==> src/rtl/mem_arbiter_pkg.sv <==
// Shared types for the memory arbiter: grant owner encoding, FSM states and
// the default address/data widths used by the surrounding core.
package constants;

  localparam int PC_SIZE     = 32;
  localparam int MEMORY_WORD = 32;

  typedef enum logic [1:0] {
    OWN_NONE = 2'd0,
    OWN_I    = 2'd1,
    OWN_D    = 2'd2
  } arb_owner_t;

  typedef enum logic [1:0] {
    IDLE    = 2'd0,
    SERVE_I = 2'd1,
    SERVE_D = 2'd2
  } arb_state_t;

  // Number of low address bits covered by one cache line of burstLen words
  function automatic int lineLsb(input int burstLen);
    return $clog2(burstLen) + 2;
  endfunction

endpackage

==> src/rtl/mem_arbiter.sv <==
// Round-robin arbiter sharing one RAM port between the I-cache and the
// D-cache. A grant is taken only from IDLE and is held for a whole
// cache-line burst; the RAM address walks the line word by word.
module mem_arbiter
  import constants::*;
#(
  parameter int BURST_LEN = 4,
  parameter int ADDR_W    = PC_SIZE,
  parameter int WORD_W    = MEMORY_WORD
) (
  input  logic              clk,
  input  logic              nrst,
  input  logic              i_req,
  input  logic [ADDR_W-1:0] i_addr,
  output logic [WORD_W-1:0] i_word,
  output logic              i_word_ready,
  output logic              i_done,
  input  logic              d_req,
  input  logic              d_we,
  input  logic [ADDR_W-1:0] d_addr,
  input  logic [WORD_W-1:0] d_wdata,
  output logic [WORD_W-1:0] d_word,
  output logic              d_word_ready,
  output logic              d_done,
  output logic              ram_req,
  output logic              ram_we,
  output logic [ADDR_W-1:0] ram_addr,
  output logic [WORD_W-1:0] ram_wdata,
  input  logic [WORD_W-1:0] ram_rdata,
  input  logic              ram_ready,
  output arb_owner_t        owner
);

  localparam int BEAT_W   = $clog2(BURST_LEN);
  localparam int LINE_LSB = lineLsb(BURST_LEN);
  localparam logic [BEAT_W-1:0] LAST_BEAT = BEAT_W'(BURST_LEN - 1);
  localparam logic [ADDR_W-1:0] LINE_MASK =
    ~((ADDR_W'(1) << LINE_LSB) - ADDR_W'(1));

  arb_state_t        r_state;
  arb_state_t        w_nextState;
  arb_owner_t        r_lastOwner;
  logic [BEAT_W-1:0] r_beat;
  logic [ADDR_W-1:0] r_base;
  logic              r_we;

  logic              w_grantI;
  logic              w_grantD;
  logic              w_lastBeat;
  logic [ADDR_W-1:0] w_beatAddr;

  // On a tie the side that was not served last wins; a lone request always wins
  assign w_grantI   = (r_state == IDLE) && i_req && (!d_req || (r_lastOwner == OWN_D));
  assign w_grantD   = (r_state == IDLE) && d_req && !w_grantI;
  assign w_lastBeat = ram_ready && (r_beat == LAST_BEAT);
  assign w_beatAddr = r_base + ADDR_W'({r_beat, 2'b00});

  // State register
  always_ff @(posedge clk) begin
    if (nrst) begin
      r_state <= IDLE;
    end else begin
      r_state <= w_nextState;
    end
  end

  // Next state: arbitrate in IDLE, otherwise stay until the final beat lands
  always_comb begin
    w_nextState = r_state;
    case (r_state)
      IDLE: begin
        if (w_grantI) begin
          w_nextState = SERVE_I;
        end else if (w_grantD) begin
          w_nextState = SERVE_D;
        end
      end
      SERVE_I, SERVE_D: begin
        if (w_lastBeat) begin
          w_nextState = IDLE;
        end
      end
      default: w_nextState = IDLE;
    endcase
  end

  // Burst context: line-aligned base, write flag, beat counter, last winner
  always_ff @(posedge clk) begin
    if (nrst) begin
      r_beat      <= '0;
      r_lastOwner <= OWN_D;
      r_base      <= '0;
      r_we        <= 1'b0;
    end else if (w_grantI) begin
      r_base      <= i_addr & LINE_MASK;
      r_we        <= 1'b0;
      r_lastOwner <= OWN_I;
      r_beat      <= '0;
    end else if (w_grantD) begin
      r_base      <= d_addr & LINE_MASK;
      r_we        <= d_we;
      r_lastOwner <= OWN_D;
      r_beat      <= '0;
    end else if ((r_state != IDLE) && ram_ready) begin
      r_beat      <= r_beat + BEAT_W'(1);
    end
  end

  // Outputs are decoded from the state; everything is held at zero while reset is high
  always_comb begin
    owner        = OWN_NONE;
    ram_req      = 1'b0;
    ram_we       = 1'b0;
    ram_addr     = '0;
    ram_wdata    = '0;
    i_word       = '0;
    d_word       = '0;
    i_word_ready = 1'b0;
    i_done       = 1'b0;
    d_word_ready = 1'b0;
    d_done       = 1'b0;
    if (!nrst) begin
      i_word    = ram_rdata;
      d_word    = ram_rdata;
      ram_wdata = d_wdata;
      case (r_state)
        SERVE_I: begin
          owner        = OWN_I;
          ram_req      = 1'b1;
          ram_addr     = w_beatAddr;
          i_word_ready = ram_ready;
          i_done       = w_lastBeat;
        end
        SERVE_D: begin
          owner        = OWN_D;
          ram_req      = 1'b1;
          ram_we       = r_we;
          ram_addr     = w_beatAddr;
          d_word_ready = ram_ready;
          d_done       = w_lastBeat;
        end
        default: ;
      endcase
    end
  end

endmodule

==> config.mk <==
export PLATFORM = sky130hd
export DESIGN_NAME = mem_arbiter
export DESIGN_NICKNAME = d
export VERILOG_FILES = /design/src/rtl/mem_arbiter_pkg.sv /design/src/rtl/mem_arbiter.sv
export SDC_FILE = /design/constraint.sdc
export NUM_CORES = 1
export LEC_CHECK = 0
export CORE_AREA = 2 2 104 106
export DETAILED_ROUTE_END_ITERATION = 16
export DIE_AREA = 0 0 106 108
export MAX_ROUTING_LAYER = met4
export PLACE_DENSITY_LB_ADDON = 0.08
export SLEW_MARGIN = 15
export SYNTH_ARGS = -nofsm -noshare
export SYNTH_HDL_FRONTEND = slang
export SYNTH_SLANG_ARGS = --single-unit
==> constraint.sdc <==
create_clock -name clk -period 2.4 [get_ports clk]
set_input_delay 0.24 -clock clk [delete_from_list [all_inputs] [get_ports clk]]
set_output_delay 0.24 -clock clk [all_outputs]
set_load 0.005 [all_outputs]
==> impl_metrics.csv <==
group,metric,value,unit
cells_and_area,nets,691,
clock_network,clock_sinks,35,
synth,syn_inst,346,
setup_path,r2r-start,"r_state[0]",
clock_network,cts_tree,"yes",
timing,max_freq,0.4330,GHz
place,dp_hpwl,9.073,mm
setup_path,startpoint,"r_state[1]",
synth,syn_area,2803,um2
cells_and_area,drive_gt1_share,5.776,%
power_and_ir_drop,power.leakage,1.857,nW
place,pre_cts_ws,0.3516,ns
global_routing,gr-max-usage-layer,"met2",
setup_path,reg2reg_slack,0.38,ns
timing,hold_violations,0,
global_routing,grt_pass1_vias,3281,
clock_network,clkLatencyLatePin,0.29,ns
min_path,holdPathEnd,"r_beat[1]",
synth,ys_ff_latch,35,
timing,tightest_slew,0.5389,ns
timing,layout_setup_ws,0.09066,ns
place,place_congestion,0.8490,
die,fp-row-count,37,
synth,postSynthAreaPerCell,8.100,um2
detailed_routing,viasPerCell,4.859,
power_and_ir_drop,ir_drop,0.0003278,V
cells_and_area,fillers,952,
run,cap_violations,0,
detailed_routing,drt_pass1_iterations,4,
die,ioPinCount,270,
detailed_routing,detail_route.wl_per_cell,17.24,um
clock_network,cts_made_buffers,5,
min_path,hold_class,"in -> reg",
clock_network,cts_hold_buf,0,
global_routing,grt_util_met2,34.93,%
detailed_routing,ant_nets,0,
timing,setup_tns,0,ns
synth,ys_top_cells_by_area,"dfxtp_1, nor2b_1, buf_4, and2_1, a2111oi_0",
setup_path,endpoint_kind,"output pin",
detailed_routing,vias,3353,
outcome,outcome,"complete, no violations",
detailed_routing,drt_iter0_drc,122,
clock_network,cts_setup_buffers,0,
setup_path,startpoint_type,"flop",
clock_network,clk_pin_slew,0.08,ns
global_routing,grt_usage,19.63,%
setup_path,reg2regPathDepth,5,
timing,slew_violations,0,
clock_network,h-tree-depth,2,
synth,synth_edf_count,0,
global_routing,grt_pass1_wl,17.55,mm
die,core,10230,um2
synth,yosysSeqAreaShare,25.00,%
synth,synth_top_cell_area_share,25.00,%
cells_and_area,diodes,0,
die,die-area,11450,um2
power_and_ir_drop,powerDensity,443.8,nW/um2
global_routing,use_met1,22.93,%
timing,min_period,2.309,ns
synth,ys_types,35,
die,die_w,106,um
min_path,min_path_cells,2,
detailed_routing,totalWireLength,11.90,mm
clock_network,cts_root_buf,"clkbuf_8",
place,numPortBuffers,259,
timing,final.setup_skew,0.005419,ns
clock_network,cts_resized,0,
clock_network,clockBufferDepth,2,
synth,synth_ff_type,"dfxtp_1",
cells_and_area,area_delta_synth_final,88.62,%
setup_path,worst-setup-path-type,"reg -> out",
global_routing,grt_util_met3,4.340,%
timing,rsz0062_at_grt,"no",
die,start_util,27.39,%
cells_and_area,multi_input_area,1612,um2
min_path,worstHoldStart,"nrst",
synth,synth_largest_area_cell,"dfxtp_1",
timing,relSlewSlack,64.02,%
cells_and_area,seqCellArea,700.7,um2
die,die_h,108,um
synth,ys_async_sr_fraction,0,%
setup_path,r2r-end,"r_base[20]",
setup_path,crit_required,2.16,ns
setup_path,worstPathMaxFanout,31,
detailed_routing,drc,0,
global_routing,antenna_found_initial,0,
cells_and_area,final_cell_mix,"clkdlybuf4s50_1, nor2b_1, dfxtp_1, and2_1",
global_routing,grt-ovfl-total,0,
timing,finalSetupViolations,0,
synth,ys_warn_count,0,
setup_path,cp_data_arrival_time,2.07,ns
global_routing,grt_max_degree,60,
cells_and_area,layout_commonest_cell,"clkdlybuf4s50_1",
timing,post-route-period-util,96.22,%
==> report_power, final <==
part           switching, mW  internal, mW  leakage [nW]
clock network          0.221         0.199        0.0477
registers             0.0533         0.687         0.290
logic                  0.556         0.630          1.52
total                  0.831          1.52          1.86
==> routing by layer <==
layer	up-vias	part of all wire, %	routed length, um
met5	-	0	0
met4	0	1.3	158
met3	11	7.4	884
met2	163	50	5994
met1	1553	41	4858
li1	1626	-	-
==> cell families after synthesis <==
| logic type | count (synthesis) | synth area share (%) |
|---|---|---|
| AND/OR/NAND/NOR | 141 | 30.54 |
| AO/OA/AOI/OAI | 88 | 24.46 |
| buffers and inverters | 76 | 17.72 |
| flip-flops | 35 | 25.00 |
| adder cells (fa/ha/maj) | 4 | 1.786 |
| multiplexers | 1 | 0.3572 |
| other | 1 | 0.1338 |
==> worst max-delay path, cell delays in order (launching register included) <==
cell,delay [ns]
dfxtp_1,0.37
inv_1,0.08
ha_1,0.30
nor2b_2,0.18
buf_12,0.18
and2_1,0.16
clkdlybuf4s50_1,0.50
==> how the worst max path moves through the flow <==
stage / to / depth (start not counted) / slack [ns]
4_1_cts: ram_addr[30] / 6 / 0.08
3_3_place_gp: r_base[19] / 5 / 0.39
3_5_place_dp: r_base[24] / 5 / 0.35
6_report: ram_addr[31] / 6 / 0.09
5_1_grt: ram_addr[29] / 6 / 0.006
2_1_floorplan: ram_addr[22] / 5 / 0.90
==> registers in the layout (all words and copies together), names as in the netlist <==
signal	count
r_base	28
r_beat	2
r_lastOwner	2
r_state	2
r_we	1
==> metrics by stage <==
stage	cell area [um2]	instances	hold WS, ns	util (%)	power [mW]
after floorplan	2806	347	0.4045	-	1.404
after global placement	5202	682	0.4620	50.85	1.932
after detailed placement	5202	682	0.4656	50.85	1.943
after CTS	5286	690	0.3229	51.67	2.376
after global routing	5286	690	0.3271	51.67	2.511
final	5286	690	0.3251	51.67	2.346
==> cell usage after synthesis, drive strengths merged, types with 2 or more instances <==
library cell and n:
and2 34, o2111ai 16, buf 60, dfxtp 35, nor4 13, nor2 15
ha 4, nand3 2, a32oi 15, clkbuf 12, nand2 2, and3 2
inv 4, nor2b 67, o21ai 5, a21oi 21, nand3b 2, a2111oi 26
==> layout make-up <==
| type | count | area share, % |
|---|---|---|
| Timing Repair Buffer | 271 | 51.17 |
| Multi-Input combinational cell | 236 | 30.49 |
| Sequential cell | 35 | 13.25 |
| Tap cell | 136 | 3.219 |
| Clock buffer | 5 | 1.302 |
| Clock inverter | 3 | 0.2840 |
| Inverter | 4 | 0.2840 |
Power figures use the tool's default switching activity.
